--- src/rtl/ucode_pkg.sv ---
// Shared opcodes, field positions, state encoding and width defaults for the
// microcode sequencer.
package ucode_pkg;

   localparam int unsigned UCODE_AW = 10;
   localparam int unsigned UCODE_DW = 32;

   localparam logic [1:0] OP_EXEC  = 2'b00;
   localparam logic [1:0] OP_LDCNT = 2'b01;
   localparam logic [1:0] OP_BRNZ  = 2'b10;
   localparam logic [1:0] OP_HALT  = 2'b11;

   localparam int unsigned OP_MSB  = 31;
   localparam int unsigned OP_LSB  = 30;
   localparam int unsigned CMD_MSB = 29;
   localparam int unsigned TGT_MSB = 9;
   localparam int unsigned CNT_MSB = 15;

   localparam int unsigned WDOG_W = 12;
   // Last stall count before the counter would reach its all-ones trip value.
   localparam logic [WDOG_W-1:0] WDOG_TRIP = 12'd4094;

   typedef enum logic [1:0] {
      StIdle,
      StFetch,
      StDecode,
      StIssue
   } state_e;

endpackage

--- src/rtl/ucode_decode.sv ---
// Combinational split of a microcode word into opcode, command, branch target
// and loop count fields.
module ucode_decode
   import ucode_pkg::*;
#(
   parameter int unsigned AW   = UCODE_AW,
   parameter int unsigned DW   = UCODE_DW,
   parameter int unsigned CW   = DW - 2,
   parameter int unsigned CNTW = 16
) (
   input  logic [DW-1:0]   rom_data,
   output logic [1:0]      opcode,
   output logic [CW-1:0]   cmd,
   output logic [AW-1:0]   target,
   output logic [CNTW-1:0] count
);

   always_comb begin
      opcode = rom_data[OP_MSB:OP_LSB];
      cmd    = rom_data[CMD_MSB:0];
      target = rom_data[TGT_MSB:0];
      count  = rom_data[CNT_MSB:0];
   end

endmodule

--- src/rtl/ucode_sequencer.sv ---
// Microcode ROM reader: fetch, decode and issue commands with a hardware loop
// counter. Optional ISSUE stall watchdog is enabled by UCODE_SEQ_WATCHDOG_EN.
module ucode_sequencer
   import ucode_pkg::*;
#(
   parameter int unsigned AW   = UCODE_AW,
   parameter int unsigned DW   = UCODE_DW,
   parameter int unsigned CW   = DW - 2,
   parameter int unsigned CNTW = 16
) (
   input  logic          clk,
   input  logic          reset,
   input  logic          start,
   input  logic [AW-1:0] start_addr,
   output logic [AW-1:0] rom_addr,
   input  logic [DW-1:0] rom_data,
   output logic [CW-1:0] cmd,
   output logic          cmd_valid,
   input  logic          cmd_ready,
`ifdef UCODE_SEQ_WATCHDOG_EN
   output logic          wdog_err,
`endif
   output logic          busy,
   output logic          done
);

   state_e          state_q, state_d;
   logic [AW-1:0]   pc_q, pc_d;
   logic [CNTW-1:0] cnt_q, cnt_d;
   logic [CW-1:0]   cmd_q, cmd_d;
   logic            cmd_valid_q, cmd_valid_d;

   logic [1:0]      dec_op;
   logic [CW-1:0]   dec_cmd;
   logic [AW-1:0]   dec_target;
   logic [CNTW-1:0] dec_count;
   logic            stall_trip;

   ucode_decode #(
      .AW   (AW),
      .DW   (DW),
      .CW   (CW),
      .CNTW (CNTW)
   ) u_decode (
      .rom_data (rom_data),
      .opcode   (dec_op),
      .cmd      (dec_cmd),
      .target   (dec_target),
      .count    (dec_count)
   );

`ifdef UCODE_SEQ_WATCHDOG_EN
   logic [WDOG_W-1:0] stall_q, stall_d;
   logic              wdog_err_q, wdog_err_d;

   assign stall_trip = (state_q == StIssue) && !cmd_ready && (stall_q == WDOG_TRIP);

   always_comb begin
      stall_d    = stall_q;
      wdog_err_d = wdog_err_q;
      if (state_q == StDecode && dec_op == OP_EXEC) begin
         stall_d = '0;
      end else if (state_q == StIssue && !cmd_ready) begin
         stall_d = stall_q + WDOG_W'(1);
      end
      if (state_q == StIdle && start) begin
         wdog_err_d = 1'b0;
      end else if (stall_trip) begin
         wdog_err_d = 1'b1;
      end
   end

   always_ff @(posedge clk) begin
      if (reset) begin
         stall_q    <= '0;
         wdog_err_q <= 1'b0;
      end else begin
         stall_q    <= stall_d;
         wdog_err_q <= wdog_err_d;
      end
   end

   assign wdog_err = wdog_err_q;
`else
   assign stall_trip = 1'b0;
`endif

   always_ff @(posedge clk) begin
      if (reset) begin
         state_q     <= StIdle;
         pc_q        <= '0;
         cnt_q       <= '0;
         cmd_q       <= '0;
         cmd_valid_q <= 1'b0;
      end else begin
         state_q     <= state_d;
         pc_q        <= pc_d;
         cnt_q       <= cnt_d;
         cmd_q       <= cmd_d;
         cmd_valid_q <= cmd_valid_d;
      end
   end

   always_comb begin
      state_d = state_q;
      case (state_q)
         StIdle:   if (start) state_d = StFetch;
         StFetch:  state_d = StDecode;
         StDecode: begin
            case (dec_op)
               OP_EXEC: state_d = StIssue;
               OP_HALT: state_d = StIdle;
               default: state_d = StFetch;
            endcase
         end
         StIssue: begin
            if (cmd_ready)       state_d = StFetch;
            else if (stall_trip) state_d = StIdle;
         end
         default:  state_d = StIdle;
      endcase
   end

   // Program counter, loop counter and command register updates.
   always_comb begin
      pc_d        = pc_q;
      cnt_d       = cnt_q;
      cmd_d       = cmd_q;
      cmd_valid_d = cmd_valid_q;
      case (state_q)
         StIdle: if (start) pc_d = start_addr;
         StDecode: begin
            case (dec_op)
               OP_EXEC: begin
                  cmd_d       = dec_cmd;
                  cmd_valid_d = 1'b1;
               end
               OP_LDCNT: begin
                  cnt_d = dec_count;
                  pc_d  = pc_q + AW'(1);
               end
               OP_BRNZ: begin
                  if (cnt_q != '0) begin
                     cnt_d = cnt_q - CNTW'(1);
                     pc_d  = dec_target;
                  end else begin
                     pc_d = pc_q + AW'(1);
                  end
               end
               default: ;
            endcase
         end
         StIssue: begin
            if (cmd_ready) begin
               pc_d        = pc_q + AW'(1);
               cmd_valid_d = 1'b0;
            end else if (stall_trip) begin
               cmd_valid_d = 1'b0;
            end
         end
         default: ;
      endcase
   end

   always_comb begin
      rom_addr  = pc_q;
      cmd       = cmd_q;
      cmd_valid = cmd_valid_q;
      busy      = (state_q != StIdle);
      done      = (state_q == StDecode) && (dec_op == OP_HALT);
   end

endmodule
--- config.mk ---
export PLATFORM = sky130hd
export DESIGN_NAME = ucode_sequencer
export DESIGN_NICKNAME = d
export VERILOG_FILES = /design/src/rtl/ucode_pkg.sv /design/src/rtl/ucode_decode.sv /design/src/rtl/ucode_sequencer.sv
export SDC_FILE = /design/constraint.sdc
export NUM_CORES = 1
export LEC_CHECK = 0
export ABC_CLOCK_PERIOD_IN_PS = 6500
export BUFFER_PORTS_ARGS = -buffer_cell sky130_fd_sc_hd__buf_4
export CAP_MARGIN = 20
export CORE_MARGIN = 2
export CORE_UTILIZATION = 25
export CTS_CLUSTER_DIAMETER = 60
export DETAILED_ROUTE_END_ITERATION = 10
export SLEW_MARGIN = 20
export SYNTH_ARGS = -nofsm -noshare
export SYNTH_HDL_FRONTEND = slang
export SYNTH_SLANG_ARGS = --single-unit
--- constraint.sdc ---
create_clock -name clk -period 6.5 [get_ports clk]
set_input_delay 1.3 -clock clk [delete_from_list [all_inputs] [get_ports clk]]
set_output_delay 1.3 -clock clk [all_outputs]
set_load 0.03 [all_outputs]
==> flow_summary.ini, run 1 <==
[drt]
drc = 5
finalWirelength_um = 8940
ant_nets = 0
via_count = 3111
wl_per_cell_um = 14.4
dr.first_iter.drc_count = 240
via_per_inst = 4.99
firstDrtPassIters = 8

[power]
leakagePower_nw = 1.60
pwr-share-comb_pct = 15.5
seqPwrFrac_pct = 38.3
power.density_mw_per_mm2 = 253
sw_frac_of_total_pct = 28.0
peakVddDrop_uv = 86.8
pwr-share-clk_pct = 46.2
switchingPower_uw = 287
p_int_uw = 738
power_mw = 1.02

[synthesis]
synth_largest_area_cell = dfxtp_1
synth_cells = 398
synth_nets = 451
ys.flop_type = dfxtp_1
synth.area.top_cells = dfxtp_1, nand2_1, a21oi_1, nor2_1, o21ai_0
ys_warn_count = 0
syn_area_mm2 = 0.00297
synth_edf_count = 0
synth_seq_cells = 59
ys_types = 42
syn_area_per_cell_um2 = 7.47
seq_area_frac_synth_pct = 39.7
synth_top_area_share_pct = 39.7
synth_common_cells = nand2_1, dfxtp_1, a21oi_1
yosysMostFrequentCell = nand2_1
synthArstFlopShare_pct = 0

[final_layout]
drive_gt1_share_pct = 24.8
area_delta_synth_final_pct = 36.1
post-route-util_pct = 35.1
antenna_cells = 0
final_nets = 528
fill_cells = 1234
fin_cells = 623

[clock_tree]
cts.sinks = 59
clk_path_buf_depth = 2
ctsRootBufferMaster = clkbuf_16
insertion_delay_ns = 0.33
clk_pin_slew_worst_paths_ns = 0.05
cts-hold-fix-buffers = 0
cts_tree = built
h-tree-depth = 3
cts_setup_buffers = 0
cts_resized = 0
numCtsBuffers = 9

[setup_path]
crit_path_end_kind = output port
worst-path-max-fanout = 7
path_class = in -> out
path_cells = buf_4, and3_1, buf_4
cp_slowest_cell = and3_1
arrival_ns = 1.78
cp.buffers_inverters = 2
critPathLaunchType = input port
cp.required_ns = 5.20
max_stage_delay_ns = 0.17
crit_top_cell = buf_4
crit_family = buffers and inverters

[timing]
skew_ns = 0.00640
rsz0062_at_grt = no
worst_pin_slew_ns = 0.914
fin_crit_ns = 3.08
setup_viol = 0
setup_ws_ns = 3.42
max_freq_mhz = 325
timing.final.crit_share_pct = 47.3
final_hold_viol_count = 0
setup_tns_ns = 0
slew_viol_final = 0
max-slew-margin-rel_pct = 38.8

[flow_run]
maxCapViolations = 0

[grt]
grt_pass1_wl_um = 14400
grt.total_usage_pct = 14.1
grt_max_degree = 60
grt.overflow.total = 0
antenna_found_initial = 0
grt_pass1_vias = 2904

[place]
portBuffers = 88
gp_congestion = 0.882
dp_slack_ns = 3.42
dp_cells = 607
hpwl_um = 6290

[floorplan]
num_io_pins = 89
start_util_pct = 25.8
core-area_mm2 = 0.0115
rows = 39
chipHeight_um = 113
die_x_um = 113
dieArea_mm2 = 0.0128

[min_path]
hp-class = reg -> reg

[run_status]
status = finished, violations left
violations = design-rule violations
==> worst paths after layout <==
kind / slack [ns] / startpoint / depth (start not counted) / end
setup reg to reg: 3.81 / cnt_q[0] / 8 / cnt_q[11]
hold reg to reg: 0.45 / cmd[1] / 2 / cmd[1]
setup / recovery: 3.42 / rom_data[30] / 3 / done
hold / removal: 0.45 / cmd[1] / 2 / cmd[1]
==> flip-flops by register name, indices dropped and copies added (netlist names) <==
signal,count
rom_addr,10
cnt_q,16
cmd_valid,1
state_q,2
cmd,30
==> through the flow <==
stage	area (µm²)	hold slack, ns
floorplan	2970	0.455
global placement	3750	0.443
detailed placement	3750	0.448
CTS	4050	0.455
global route	4050	0.474
finish	4050	0.453
==> power by group through the flow <==
stage / Clock [mW] / Combinational [mW] / Sequential (mW)
CTS: 0.489 / 0.159 / 0.392
finish: 0.473 / 0.159 / 0.393
floorplan: 0 / 0.0770 / 0.416
global placement: 0 / 0.156 / 0.399
global route: 0.505 / 0.173 / 0.395
detailed placement: 0 / 0.158 / 0.400
==> layout by cell type (no fill, tap or decap), types with 3 or more instances in the layout <==
cell type | netlist | routed
a21oi_1 | 56 | 56
a211oi_1 | 9 | 9
nand3_1 | 5 | 5
o31ai_1 | 5 | 5
nand2b_1 | 3 | 3
a31oi_1 | 3 | 3
nor3b_1 | 4 | 3
dfxtp_1 | 59 | 59
a211o_1 | 3 | 3
nor3_1 | 4 | 4
o21ai_0 | 20 | 20
nor4_1 | 4 | 4
a221oi_1 | 9 | 9
and3_1 | 5 | 5
clkbuf_16 | 0 | 9
nor2_1 | 31 | 31
xnor2_1 | 9 | 9
buf_4 | 0 | 93
inv_1 | 8 | 8
nand4_1 | 4 | 4
nand2_1 | 97 | 97
ha_1 | 7 | 7
clkinv_2 | 0 | 3
==> layer usage <==
layer,GRT usage (%),share of wire (%),vias to the layer above
met5,0,0,-
met4,6.67,2.4,0
met3,2.84,6.0,18
met2,23.9,49,103
met1,17.2,43,1438
li1,-,-,1552
==> worst reg2reg max path, cell delays in order, from the launching register on <==
cell	delay (ns)
dfxtp_1	0.32
inv_1	0.10
ha_1	0.21
nor3b_1	0.51
nand4_1	0.27
a31oi_1	0.65
buf_4	0.29
o21ai_0	0.11
a21oi_1	0.15
==> cell type report <==
| cell class | instances | area [µm²] | area share (%) |
|---|---|---|---|
| sequential | 59 | 1180 | 29.2 |
| multi-input combinational | 304 | 1660 | 41.1 |
| tap | 143 | 179 | 4.42 |
| clock buffer | 9 | 225 | 5.57 |
| clock inverter | 7 | 68.8 | 1.70 |
| inverter | 8 | 30.0 | 0.742 |
| timing repair buffer | 93 | 698 | 17.3 |
==> logic make-up (layout without fill, tap and decap cells) <==
logic type / count (synthesis) / after routing / synth area share (%)
buffers and inverters: 35 / 117 / 4.50
DFF: 59 / 59 / 39.7
adders and majority gates: 7 / 7 / 2.95
AOI/OAI and AO/OA: 118 / 118 / 23.9
xor gates and xnor gates: 10 / 10 / 2.95
and+or+nand+nor: 168 / 168 / 25.5
muxes: 1 / 1 / 0.379
No activity file was read; power rests on OpenSTA's default activity.
==> run 2: changes to the inputs <==
Settings changed: ABC_CLOCK_PERIOD_IN_PS 6500 to 3050.
Clock period 6.5 ns to 3.05 ns, I/O delays scaled along.
==> run 2 against run 1 <==
Effect of this change:
- the run still ends with design-rule violations left
- via count down 0.71%
- sequential share of layout area down 0.17 points
- worst hold slack about the same
- clock skew down 0.00085 ns
- count of clock-buffer cells in the layout up 2
- final area up 0.59%
- critical path type is now reg -> reg
- highest routed layer unchanged
==> flow_summary.ini, run 2 (synthesis gave the netlist of run 1 again) <==
[timing]
hold-worst-slack_ns = 0.453
max-slew-margin-rel_pct = 49.2
max_freq_mhz = 441
timing.final.crit_share_pct = 74.3
fin_crit_ns = 2.27
skew_ns = 0.00555
setup_tns_ns = 0
final_hold_viol_count = 0
slew_viol_final = 0
setup_viol = 0
worst_pin_slew_ns = 0.759
rsz0062_at_grt = no

[final_layout]
antenna_cells = 0
final_nets = 531
layout_commonest_cell = nand2_1
area_delta_synth_final_pct = 36.9
fill_cells = 1236
layout_common_cells = nand2_1, buf_4, dfxtp_1
drive_gt1_share_pct = 25.1
postLayoutCellArea_mm2 = 0.00407
largest_register_ffs = 30

[setup_path]
crit_path_end_kind = register
arrival_ns = 2.51
critPathLaunchType = register
cp_slowest_cell = a31oi_1
worst-path-max-fanout = 8
max_stage_delay_ns = 0.66
path_cells = inv_1, ha_1, nor3b_1, buf_4, nand4_1, a31oi_1, nand2_1, a211oi_1
crit_family = compound AO/OA/AOI/OAI gates
cp.required_ns = 3.29
cp.buffers_inverters = 2
path_class = reg -> reg

[drt]
finalWirelength_um = 8910
firstDrtPassIters = 7
via_per_inst = 4.93
wl_per_cell_um = 14.2
via_count = 3089
dr.first_iter.drc_count = 153
drc = 5
ant_nets = 0

[grt]
grt_pass1_vias = 2985
grt.overflow.total = 0
antenna_found_initial = 0
grt.total_usage_pct = 13.9
grt_max_degree = 60
grt_pass1_wl_um = 14300

[power]
switchingPower_uw = 589
pwr-share-comb_pct = 15.5
leakagePower_nw = 1.61
power.density_mw_per_mm2 = 537
peakVddDrop_uv = 266
pwr-share-clk_pct = 46.1
p_int_mw = 1.60
seqPwrFrac_pct = 38.3
sw_frac_of_total_pct = 27.0

[floorplan]
core-area_mm2 = 0.0115
chipHeight_um = 113
rows = 39
num_io_pins = 89
die_x_um = 113
dieArea_mm2 = 0.0128
start_util_pct = 25.8

[run_status]
violations = design-rule violations
status = finished, violations left

[place]
hpwl_um = 6250
post_dp_cell_area_mm2 = 0.00377
gp_congestion = 0.828
portBuffers = 88

[clock_tree]
cts-hold-fix-buffers = 0
cts_setup_buffers = 0
cts.sinks = 59
clk_path_buf_depth = 2
ctsRootBufferMaster = clkbuf_16
numCtsBuffers = 9
h-tree-depth = 3
cts_resized = 0
cts_tree = built
clk_pin_slew_worst_paths_ns = 0.06
insertion_delay_ns = 0.33

[flow_run]
maxCapViolations = 0

[min_path]
hp-class = reg -> reg
[run 2: worst reg2reg max path, stage by stage, from the launching register on]
cell and delay [ns]:
dfxtp_1 0.32, inv_1 0.09, ha_1 0.19, nor3b_1 0.19, buf_4 0.17, nand4_1 0.19
a31oi_1 0.66, nand2_1 0.11, a211oi_1 0.26
[run 2: final timing paths]
kind	start	endpoint	slack (ns)	cells after the start
hold reg to reg	cmd[3]	cmd[3]	0.45	2
hold / removal	cmd[3]	cmd[3]	0.45	2
setup reg to reg	cnt_q[0]	rom_addr[8]	0.78	8
setup / recovery	cnt_q[0]	rom_addr[8]	0.78	8
[run 2: routing by layer]
layer / global-route usage (%) / wire [µm] / up-vias
li1: - / - / 1558
met1: 16.3 / 3900 / 1437
met2: 24.0 / 4420 / 83
met3: 3.75 / 468 / 11
met4: 5.93 / 121 / 0
met5: 0 / 0 / -
[run 2: cell type report]
cell class / instances / area (µm²) / area share, %
Clock inverter: 5 / 52.6 / 1.29
Timing Repair Buffer: 96 / 721 / 17.7
Tap cell: 143 / 179 / 4.40
Multi-Input combinational cell: 304 / 1660 / 40.9
Sequential cell: 59 / 1180 / 29.0
Clock buffer: 11 / 243 / 5.96
Inverter: 8 / 30.0 / 0.738
[run 2: per-stage QoR]
step           power (mW)  worst slack [ns]  instances  util (%)
6_report             2.18             0.784        626      35.3
5_1_grt              2.28             0.516        626      35.3
4_1_cts              2.22             0.750        626      35.3
3_5_place_dp         1.19             0.767        610      32.8
3_3_place_gp         1.18             0.843        610      32.8
2_1_floorplan        1.05             0.946        398         -
[run 2: power by group through the flow]
| stage | combinational [mW] | sequential [mW] | clock (mW) |
|---|---|---|---|
| floorplan | 0.164 | 0.886 | 0 |
| global placement | 0.334 | 0.851 | 0 |
| detailed placement | 0.338 | 0.853 | 0 |
| CTS | 0.341 | 0.837 | 1.04 |
| global route | 0.369 | 0.842 | 1.07 |
| finish | 0.339 | 0.837 | 1.01 |
==> run 3: changes to the inputs <==
Settings changed: ABC_CLOCK_PERIOD_IN_PS 3050 to 2200.
Clock period 3.05 ns to 2.2 ns, I/O delays scaled along.
==> run 3 against run 2 <==
Effect of this change:
- the flow still finishes with violations (design-rule violations)
- critical endpoint is now rom_addr[0]
- wire length increased by 1.8%
- critical path depth is 3 lower
- largest power group unchanged
- count of clock-buffer cells in the layout fell by 2
==> flow_summary.ini, run 3 (synthesis gave the netlist of run 1 again) <==
[setup_path]
cp.buffers_inverters = 0
crit_top_cell = or4_4
cp_slowest_cell = or4_4
worst-path-max-fanout = 5
r2r_start = cnt_q[7]
cp.required_ns = 2.44
path_cells = or4_4, or4_4, nor3b_2, o31ai_1, a311oi_1
r2r_slack_ns = 0.12
crit_family = simple AND/OR/NAND/NOR gates
startpoint = cnt_q[7]
crit_cells = 5
r2r_cells = 5
crit_path_end_kind = register
rr_endpoint = rom_addr[0]
path_class = reg -> reg
arrival_ns = 2.33
critPathLaunchType = register
max_stage_delay_ns = 0.58

[clock_tree]
insertion_delay_ns = 0.33
cts.sinks = 59
cts_setup_buffers = 0
clk_pin_slew_worst_paths_ns = 0.06
numCtsBuffers = 9
cts_resized = 1
h-tree-depth = 3
clk_path_buf_depth = 2
cts-hold-fix-buffers = 0
ctsRootBufferMaster = clkbuf_16
cts_tree = built

[floorplan]
start_util_pct = 25.8
chipHeight_um = 113
dieArea_mm2 = 0.0128
die_x_um = 113
core-area_mm2 = 0.0115
rows = 39
num_io_pins = 89

[final_layout]
drive_gt1_share_pct = 27.6
post-route-util_pct = 36.6
largest_register_ffs = 30
postLayoutCellArea_mm2 = 0.00422
layout_commonest_cell = buf_4
antenna_cells = 0
final_nets = 541
layout_common_cells = buf_4, nand2_1, dfxtp_1
area_delta_synth_final_pct = 41.8
fill_cells = 1207

[drt]
drc = 5
via_per_inst = 4.94
dr.first_iter.drc_count = 179
finalWirelength_um = 9070
ant_nets = 0
firstDrtPassIters = 7
via_count = 3141
wl_per_cell_um = 14.3

[min_path]
hp-class = in -> reg
worstHoldStart = rom_data[26]
hold_path_depth = 3
min_to = cmd[26]

[timing]
final_hold_viol_count = 0
max_freq_mhz = 480
setup_tns_ns = 0
setup_viol = 0
skew_ns = 0.00828
worst_pin_slew_ns = 0.675
fin_crit_ns = 2.08
max-slew-margin-rel_pct = 55.0
slew_viol_final = 0
rsz0062_at_grt = no
timing.final.crit_share_pct = 94.7

[run_status]
status = finished, violations left
violations = design-rule violations

[grt]
antenna_found_initial = 0
grt_pass1_vias = 2943
grt_max_degree = 60
grt_pass1_wl_um = 14700
grt.total_usage_pct = 14.4
grt.overflow.total = 0

[place]
hpwl_um = 6520
post_dp_cell_area_mm2 = 0.00386
portBuffers = 88
gp_congestion = 0.821

[power]
leakagePower_nw = 1.68
power_mw = 3.19
power.density_mw_per_mm2 = 756
peakVddDrop_uv = 275

[flow_run]
maxCapViolations = 0
==> run 3: final cells by class <==
class	count	area, µm²	share of cell area, %
flip-flops and latches	59	1180	28.0
repair buffers	106	808	19.2
multi-input cells	304	1690	40.2
clock inverters	7	98.8	2.34
inverters	8	30.0	0.712
clock buffers	9	225	5.34
well taps	143	179	4.24
==> run 3: how the worst max path moves through the flow <==
stage | end | slack (ns)
after floorplan | cnt_q[12] | 0.1
after global routing | rom_addr[0] | 0.007
after global placement | rom_addr[0] | 0.06
final | rom_addr[0] | 0.12
after CTS | rom_addr[0] | 0.10
after detailed placement | rom_addr[0] | 0.009
==> run 3: metrics by stage <==
step	hold slack, ns	instances	worst slack (ns)
floorplan	0.455	398	0.0956
global placement	0.443	620	0.0602
detailed placement	0.450	620	0.00946
CTS	0.348	636	0.102
global route	0.358	636	0.00696
finish	0.356	636	0.116
==> run 3: worst reg2reg max path: stages, from the launching register on <==
cell and delay [ns]:
dfxtp_1 0.35, or4_4 0.58, or4_4 0.55, nor3b_2 0.18
o31ai_1 0.09, a311oi_1 0.25
==> run 3: per-layer routing <==
| metal | GRT usage, % | share of wire [%] | up-vias |
|---|---|---|---|
| li1 | - | - | 1576 |
| met1 | 18.0 | 43 | 1458 |
| met2 | 24.1 | 49 | 93 |
| met3 | 2.84 | 5.7 | 14 |
| met4 | 6.02 | 1.5 | 0 |
| met5 | 0 | 0 | - |
==> run 3: power breakdown <==
part / internal, mW / switching (mW)
sequential: 1.11 / 0.0567
combinational: 0.215 / 0.266
clock: 0.999 / 0.544
total: 2.32 / 0.866
